### src/rtl/ddr_line_fetcher_if.sv
// ddr_if: host-side view of the DDR arbiter port.
//   addr/wdata/read/write/burstcnt/byteenable/acquire : host -> arbiter
//   busy/rdata_ready/rdata                            : arbiter -> host
// addr is a 64-bit word address; burstcnt counts 64-bit words (up to 128).
interface ddr_if;
    logic [31:0] addr;
    logic [63:0] wdata;
    logic        read;
    logic        write;
    logic [7:0]  burstcnt;
    logic [7:0]  byteenable;
    logic        acquire;
    logic        busy;
    logic        rdata_ready;
    logic [63:0] rdata;

    modport to_host (
        output addr, wdata, read, write, burstcnt, byteenable, acquire,
        input  busy, rdata_ready, rdata
    );
endinterface

### src/rtl/ddr_line_fetcher.sv
// ddr_line_fetcher: turns single-cycle client requests into either a LINE_WORDS-word burst
// read (streamed out word by word) or a single-word masked write on a ddr_if port.
// acquire is held for the whole transaction and dropped for one RELEASE cycle afterwards
// so the arbiter can rotate the grant.
// Ports:
//   clk, reset                 : clock, synchronous active-high reset
//   ddr                        : ddr_if host port
//   rd_req, rd_addr            : line-read request (address aligned down to a line)
//   wr_req, wr_addr, wr_data,
//   wr_be                      : single-word write request
//   req_ready                  : idle; a request is taken on this edge
//   out_valid/out_data/
//   out_index/out_last         : read word stream, no backpressure
//   done                       : one-cycle pulse at transaction completion
module ddr_line_fetcher #(
    parameter int unsigned LINE_WORDS = 4
) (
    input  logic        clk,
    input  logic        reset,
    ddr_if.to_host      ddr,
    input  logic        rd_req,
    input  logic [31:0] rd_addr,
    input  logic        wr_req,
    input  logic [31:0] wr_addr,
    input  logic [63:0] wr_data,
    input  logic [7:0]  wr_be,
    output logic        req_ready,
    output logic        out_valid,
    output logic [63:0] out_data,
    output logic [((LINE_WORDS > 1) ? $clog2(LINE_WORDS) : 1)-1:0] out_index,
    output logic        out_last,
    output logic        done
);

    localparam int unsigned IdxW = (LINE_WORDS > 1) ? $clog2(LINE_WORDS) : 1;
    // One extra bit so the counter can reach LINE_WORDS without wrapping.
    localparam int unsigned CntW = $clog2(LINE_WORDS) + 1;
    localparam logic [31:0] AlignMask = ~32'(LINE_WORDS - 1);

    typedef enum logic [2:0] {StIdle, StRdCmd, StRdData, StWrCmd, StRelease} state_e;

    state_e state_q, state_d;
    logic [31:0] addr_q, addr_d;
    logic [63:0] wdata_q, wdata_d;
    logic [7:0] be_q, be_d;
    logic [CntW-1:0] beat_q, beat_d;

    logic rd_strobe, wr_strobe, acq;
    logic [7:0] burst, be_out;
    logic last_beat;

    assign last_beat = (beat_q == CntW'(LINE_WORDS - 1));

    always_ff @(posedge clk) begin
        if (reset) begin
            state_q <= StIdle;
            addr_q  <= '0;
            wdata_q <= '0;
            be_q    <= '0;
            beat_q  <= '0;
        end else begin
            state_q <= state_d;
            addr_q  <= addr_d;
            wdata_q <= wdata_d;
            be_q    <= be_d;
            beat_q  <= beat_d;
        end
    end

    always_comb begin
        state_d   = state_q;
        addr_d    = addr_q;
        wdata_d   = wdata_q;
        be_d      = be_q;
        beat_d    = beat_q;
        req_ready = 1'b0;
        out_valid = 1'b0;
        done      = 1'b0;
        rd_strobe = 1'b0;
        wr_strobe = 1'b0;
        acq       = 1'b0;
        burst     = '0;
        be_out    = '0;
        unique case (state_q)
            StIdle: begin
                req_ready = 1'b1;
                // Read has priority; a concurrent write stays pending at the client.
                if (rd_req) begin
                    addr_d  = rd_addr & AlignMask;
                    beat_d  = '0;
                    state_d = StRdCmd;
                end else if (wr_req) begin
                    addr_d  = wr_addr;
                    wdata_d = wr_data;
                    be_d    = wr_be;
                    state_d = StWrCmd;
                end
            end
            StRdCmd: begin
                acq       = 1'b1;
                rd_strobe = 1'b1;
                burst     = 8'(LINE_WORDS);
                if (!ddr.busy) state_d = StRdData;
            end
            StRdData: begin
                acq = 1'b1;
                // busy is irrelevant here; beats are collected whenever they arrive.
                if (ddr.rdata_ready) begin
                    out_valid = 1'b1;
                    beat_d    = beat_q + 1'b1;
                    if (last_beat) begin
                        done    = 1'b1;
                        state_d = StRelease;
                    end
                end
            end
            StWrCmd: begin
                acq       = 1'b1;
                wr_strobe = 1'b1;
                burst     = 8'd1;
                be_out    = be_q;
                if (!ddr.busy) begin
                    done    = 1'b1;
                    state_d = StRelease;
                end
            end
            StRelease: begin
                state_d = StIdle;
            end
            default: state_d = StIdle;
        endcase
    end

    assign out_data  = out_valid ? ddr.rdata : '0;
    assign out_index = out_valid ? beat_q[IdxW-1:0] : '0;
    assign out_last  = out_valid & last_beat;

    assign ddr.addr       = addr_q;
    assign ddr.wdata      = wdata_q;
    assign ddr.read       = rd_strobe;
    assign ddr.write      = wr_strobe;
    assign ddr.burstcnt   = burst;
    assign ddr.byteenable = be_out;
    assign ddr.acquire    = acq;

endmodule

### src/flat_wrapper.sv
// flat-port wrapper written by rule: the top's interface ports become plain ports
module ddr_line_fetcher_flat 
#(
    parameter int unsigned LINE_WORDS = 4
)
  (clk, reset, rd_req, rd_addr, wr_req, wr_addr, wr_data, wr_be, req_ready, out_valid, out_data, out_index, out_last, done, ddr_addr, ddr_wdata, ddr_read, ddr_write, ddr_burstcnt, ddr_byteenable, ddr_acquire, ddr_busy, ddr_rdata_ready, ddr_rdata);
  ddr_if ddr_i ();
  input  logic clk;
  input  logic reset;
  input  logic rd_req;
  input  logic [31:0] rd_addr;
  input  logic wr_req;
  input  logic [31:0] wr_addr;
  input  logic [63:0] wr_data;
  input  logic [7:0] wr_be;
  output logic req_ready;
  output logic out_valid;
  output logic [63:0] out_data;
  output logic [((LINE_WORDS > 1) ? $clog2(LINE_WORDS) : 1)-1:0] out_index;
  output logic out_last;
  output logic done;
  output wire logic [$bits(ddr_i.addr)-1:0] ddr_addr;
  output wire logic [$bits(ddr_i.wdata)-1:0] ddr_wdata;
  output wire logic [$bits(ddr_i.read)-1:0] ddr_read;
  output wire logic [$bits(ddr_i.write)-1:0] ddr_write;
  output wire logic [$bits(ddr_i.burstcnt)-1:0] ddr_burstcnt;
  output wire logic [$bits(ddr_i.byteenable)-1:0] ddr_byteenable;
  output wire logic [$bits(ddr_i.acquire)-1:0] ddr_acquire;
  input wire logic [$bits(ddr_i.busy)-1:0] ddr_busy;
  input wire logic [$bits(ddr_i.rdata_ready)-1:0] ddr_rdata_ready;
  input wire logic [$bits(ddr_i.rdata)-1:0] ddr_rdata;
  assign ddr_addr = ddr_i.addr;
  assign ddr_wdata = ddr_i.wdata;
  assign ddr_read = ddr_i.read;
  assign ddr_write = ddr_i.write;
  assign ddr_burstcnt = ddr_i.burstcnt;
  assign ddr_byteenable = ddr_i.byteenable;
  assign ddr_acquire = ddr_i.acquire;
  assign ddr_i.busy = ddr_busy;
  assign ddr_i.rdata_ready = ddr_rdata_ready;
  assign ddr_i.rdata = ddr_rdata;
  ddr_line_fetcher #(.LINE_WORDS(LINE_WORDS)) u_core (.clk(clk), .reset(reset), .ddr(ddr_i), .rd_req(rd_req), .rd_addr(rd_addr), .wr_req(wr_req), .wr_addr(wr_addr), .wr_data(wr_data), .wr_be(wr_be), .req_ready(req_ready), .out_valid(out_valid), .out_data(out_data), .out_index(out_index), .out_last(out_last), .done(done));
endmodule
### config.mk
export PLATFORM = sky130hd
export DESIGN_NAME = ddr_line_fetcher_flat
export DESIGN_NICKNAME = d
export VERILOG_FILES = /design/src/rtl/ddr_line_fetcher_if.sv /design/src/rtl/ddr_line_fetcher.sv /design/src/flat_wrapper.sv
export SDC_FILE = /design/constraint.sdc
export NUM_CORES = 1
export LEC_CHECK = 0
export ABC_AREA = 1
export CORE_AREA = 2 2 150 152
export CTS_CLUSTER_DIAMETER = 100
export CTS_CLUSTER_SIZE = 16
export DETAILED_ROUTE_END_ITERATION = 10
export DIE_AREA = 0 0 152 154
export SLEW_MARGIN = 0
export SYNTH_ARGS = -nofsm -noshare
export SYNTH_HDL_FRONTEND = slang
export SYNTH_SLANG_ARGS = --single-unit
### constraint.sdc
create_clock -name clk -period 1.75 [get_ports clk]
set_clock_uncertainty 0.2 [all_clocks]
set_input_delay 0.35 -clock clk [delete_from_list [all_inputs] [get_ports clk]]
set_output_delay 0.35 -clock clk [all_outputs]
set_load 0.01 [all_outputs]
==> impl_summary.log <==
INFO  metric detailedRoute.firstPassIterationCount = 4
INFO  metric final_core_util = approximately half
INFO  metric dp_worst_setup_slack = -1.02 ns
INFO  metric clkSlewWorstSetupHoldPaths = 0.09 ns
INFO  metric layout-drive-gt1-share = 36.0%
INFO  metric seq_area_frac_synth = approximately 45%
INFO  metric violations = negative setup slack
INFO  metric irDropWorstVdd = approximately 0.63 mV
INFO  metric yosys_warnings = 0
INFO  metric syn_area_per_cell = between 7 and 8 µm²
INFO  metric hold_class = reg -> reg
INFO  metric die-height = approximately 150 µm
INFO  metric fin_crit = approximately 2.1 ns
INFO  metric leading_cell_type_in_the_layout_fill_and_taps_excluded = sky130_fd_sc_hd__clkdlybuf4s50_1
INFO  metric drc = 0
INFO  metric max_stage_delay = about 0.37 ns
INFO  metric share_seq_of_total_power = about 27%
INFO  metric critical_path_arrival = 1.53 ns
INFO  metric core_area = around 22,000 µm²
INFO  metric outcome = finished with violations
INFO  metric cts_inserted_buffers = 9
INFO  metric floorplan.initialDensity = roughly 23%
INFO  metric setup_viol_count_final = 188
INFO  metric post_drt_via_cell_ratio = ~4.3
INFO  metric timing.critical_path.from_type = flop
INFO  metric clockPowerShare = between 10% and 20%
INFO  metric hold_buffers = 0
INFO  metric cell_internal_power = approximately 8.0 mW
INFO  metric cp.required = ~1.2 ns
INFO  metric layout-area-overhead-vs-synth = 127%
INFO  metric vias = between 6,000 and 7,000
INFO  metric die_span_in_x = around 150 µm
INFO  metric cts.root.buffer_cell = sky130_fd_sc_hd__clkbuf_16
INFO  metric netlist.area_leader.share = between 40% and 50%
INFO  metric grt_pass1_vias = approximately 6,000
INFO  metric grt_use_met1 = around a fifth
INFO  metric drt-wirelength-per-cell = about 18 µm
INFO  metric total_leakage_power = about 5.8 nW
INFO  metric postRouteAntennaNets = 0
INFO  metric gp_congestion = around 0.79
INFO  metric gr-total-overflow = 0
INFO  metric routing_usage_on_met3 = between 5 and 6%
INFO  metric pin_count_of_the_biggest_net_entering_global_routing = 39
INFO  metric synthesis.instances = 666
INFO  metric timing.critical_path.mode_cell = sky130_fd_sc_hd__buf_12
INFO  metric cts.sinks = between 100 and 150
INFO  metric synthesis.area = around 4900 µm²
INFO  metric grt_first_pass_wirelength = roughly 35 mm
INFO  metric net_count_of_the_finished_layout = between 1,000 and 1,500
INFO  metric number_of_buffers_between_clock_root_and_the_deepest_sink = 2
INFO  metric crit_chain = nor2_4 -> nand3_4 -> buf_12 -> buf_12 -> nor2_2 -> buf_2
INFO  metric slew_violations = 0
INFO  metric total_switching_power = ~4.6 mW
INFO  metric combinationalPowerShare = between 50% and 60%
INFO  metric insertion_delay = 0.35 ns
INFO  metric synth_area_leader_cell = sky130_fd_sc_hd__dfxtp_1
INFO  metric totalWireLength = around 25 mm
INFO  metric drt_first_iter_violations = about 190
INFO  metric rows = 54
INFO  metric cts_tree = yes
INFO  metric tightestPinTransition = roughly 0.59 ns
INFO  metric timing.final.ws_setup = -0.329 ns
INFO  metric fmaxAchievable = roughly 480 MHz
INFO  metric power_switching_share = between 30 and 40%
INFO  metric worst_slew_margin_rel = 61.0%
INFO  metric synth.ff_latch_count = between 100 and 150
INFO  metric number_of_antenna_violations_at_the_first_check_in_global_routing = 1
INFO  metric count_of_port_buffers_added_during_placement = between 300 and 400
INFO  metric cts.htree.levels = 3
INFO  metric rsz0062_at_grt = true
INFO  metric global_route.usage.total = about a fifth
INFO  metric synth_top_cells_by_area = sky130_fd_sc_hd__dfxtp_1 45%, sky130_fd_sc_hd__nor2_1 14%, sky130_fd_sc_hd__o21ai_0 9.7%
INFO  metric ys_types = 29
INFO  metric met2_usage = 35.3%
INFO  metric dp_hpwl = approximately 17 mm
INFO  metric nature_of_the_critical_path_endpoint = output port
INFO  metric fin_crit_sh = 119%
INFO  metric cp_max_fo = 13
INFO  metric most-common-layout-cells = 200 x sky130_fd_sc_hd__clkdlybuf4s50_1, 125 x sky130_fd_sc_hd__nor2_1, 105 x sky130_fd_sc_hd__dfxtp_1
INFO  metric die_area = 23,400 µm²
INFO  metric timing.setup.critical_path_class = reg -> out
INFO  metric powerDensity = about 1100 nW/µm²
INFO  metric max-cap-violations = 0
INFO  metric busiest_layer = met2
INFO  metric report.final.hold_viol_count = 0
INFO  metric floorplan.io_pins = approximately 390
INFO  metric crit_path_top_delay_cell = sky130_fd_sc_hd__dfxtp_4
[cells by family after synthesis]
kind of cell / synth area share, %
other: 0.0758
multiplexers: 6.07
AO/OA/AOI/OAI: 15.0
adder cells (fa/ha/maj): 0.506
buffers and inverters: 12.8
flip-flops: 44.5
AND/OR/NAND/NOR: 21.0
[synth_stat cells]
cell	instances
sky130_fd_sc_hd__nor2_1	184
sky130_fd_sc_hd__dfxtp_1	110
sky130_fd_sc_hd__o21ai_0	96
sky130_fd_sc_hd__inv_1	83
sky130_fd_sc_hd__a21oi_1	44
sky130_fd_sc_hd__nor2_2	31
sky130_fd_sc_hd__mux2i_1	30
sky130_fd_sc_hd__clkbuf_1	17
sky130_fd_sc_hd__buf_2	15
sky130_fd_sc_hd__nand2_1	12
sky130_fd_sc_hd__o21ai_1	7
sky130_fd_sc_hd__buf_4	6
sky130_fd_sc_hd__nand3_1	5
sky130_fd_sc_hd__buf_12	4
sky130_fd_sc_hd__buf_1	3
sky130_fd_sc_hd__clkbuf_2	3
sky130_fd_sc_hd__nor2_4	3
sky130_fd_sc_hd__ha_1	2
sky130_fd_sc_hd__a211oi_1	1
sky130_fd_sc_hd__buf_6	1
sky130_fd_sc_hd__conb_1	1
sky130_fd_sc_hd__inv_2	1
sky130_fd_sc_hd__inv_4	1
sky130_fd_sc_hd__inv_6	1
sky130_fd_sc_hd__nand2_4	1
sky130_fd_sc_hd__nand2_8	1
sky130_fd_sc_hd__nand3_2	1
sky130_fd_sc_hd__nor3_1	1
sky130_fd_sc_hd__or2_0	1
[critical path, delay by kind of cell, from the launching register on]
family / cells / cell delay [ns]
buffers and inverters: 3 / 0.47
AND/OR/NAND/NOR: 3 / 0.33
flip-flops: 1 / 0.37
[layout make-up]
type	instances	area [µm²]
Multi-Input combinational cell	426	2830
Timing Repair inverter	1	16.3
Antenna cell	1	2.50
Fill cell	2071	10500
Clock inverter	5	42.5
Clock buffer	10	239
Tap cell	280	350
Inverter	86	360
Sequential cell	110	2210
Timing Repair Buffer	474	5170
[path summary, 6_finish.rpt]
path,start,end,slack (ns),cells after the start
max,u_core.state_q[2],out_data[9],-0.33,6
min reg2reg,u_core.be_q[3],u_core.be_q[3],0.26,2
max reg2reg,u_core.state_q[2],u_core.ddr.addr[12],-0.23,12
min,u_core.be_q[3],u_core.be_q[3],0.26,2
[sequential cells by signal, indices dropped and copies added, names as in the netlist]
name              flops
u_core.ddr.addr      32
u_core.be_q           8
u_core.state_q        3
u_core.beat_q         3
u_core.ddr.wdata     64
[what timing repair did]
action | 4_1_cts | 5_1_grt
gates resized for setup | 579 | 228
pin swaps | 11 | 29
buffers inserted | 22 | 7
endpoints found under the setup margin | 283 | 241
gates cloned | 15 | 16
[metrics by stage]
stage | total power [mW] | TNS [ns] | instances | hold slack (ns) | instance area, µm²
after global placement | 8.38 | -74.16 | 1327 | 0.241 | 9320
final | 12.6 | -35.13 | 1393 | 0.262 | 11200
after detailed placement | 8.41 | -77.03 | 1327 | 0.243 | 9320
after global routing | 13.3 | -49.75 | 1392 | 0.291 | 11200
after CTS | 11.9 | -33.50 | 1376 | 0.255 | 10300
after floorplan | 5.53 | -0.0109 | 671 | 0.219 | 4970
[power by group through the flow]
stage / logic (mW) / registers [mW] / clock network, mW
3_3_place_gp: 4.95 / 3.43 / 0
4_1_cts: 6.34 / 3.42 / 2.12
2_1_floorplan: 1.84 / 3.69 / 0
6_report: 7.11 / 3.42 / 2.08
5_1_grt: 7.58 / 3.50 / 2.21
3_5_place_dp: 4.96 / 3.44 / 0
[per-layer routing]
layer / vias to the layer above / share of wire (%)
met4: 0 / 3.2
met2: 256 / 52
met5: - / 0
li1: 2956 / -
met3: 37 / 6.9
met1: 2772 / 38
Power figures use the tool's default switching activity.
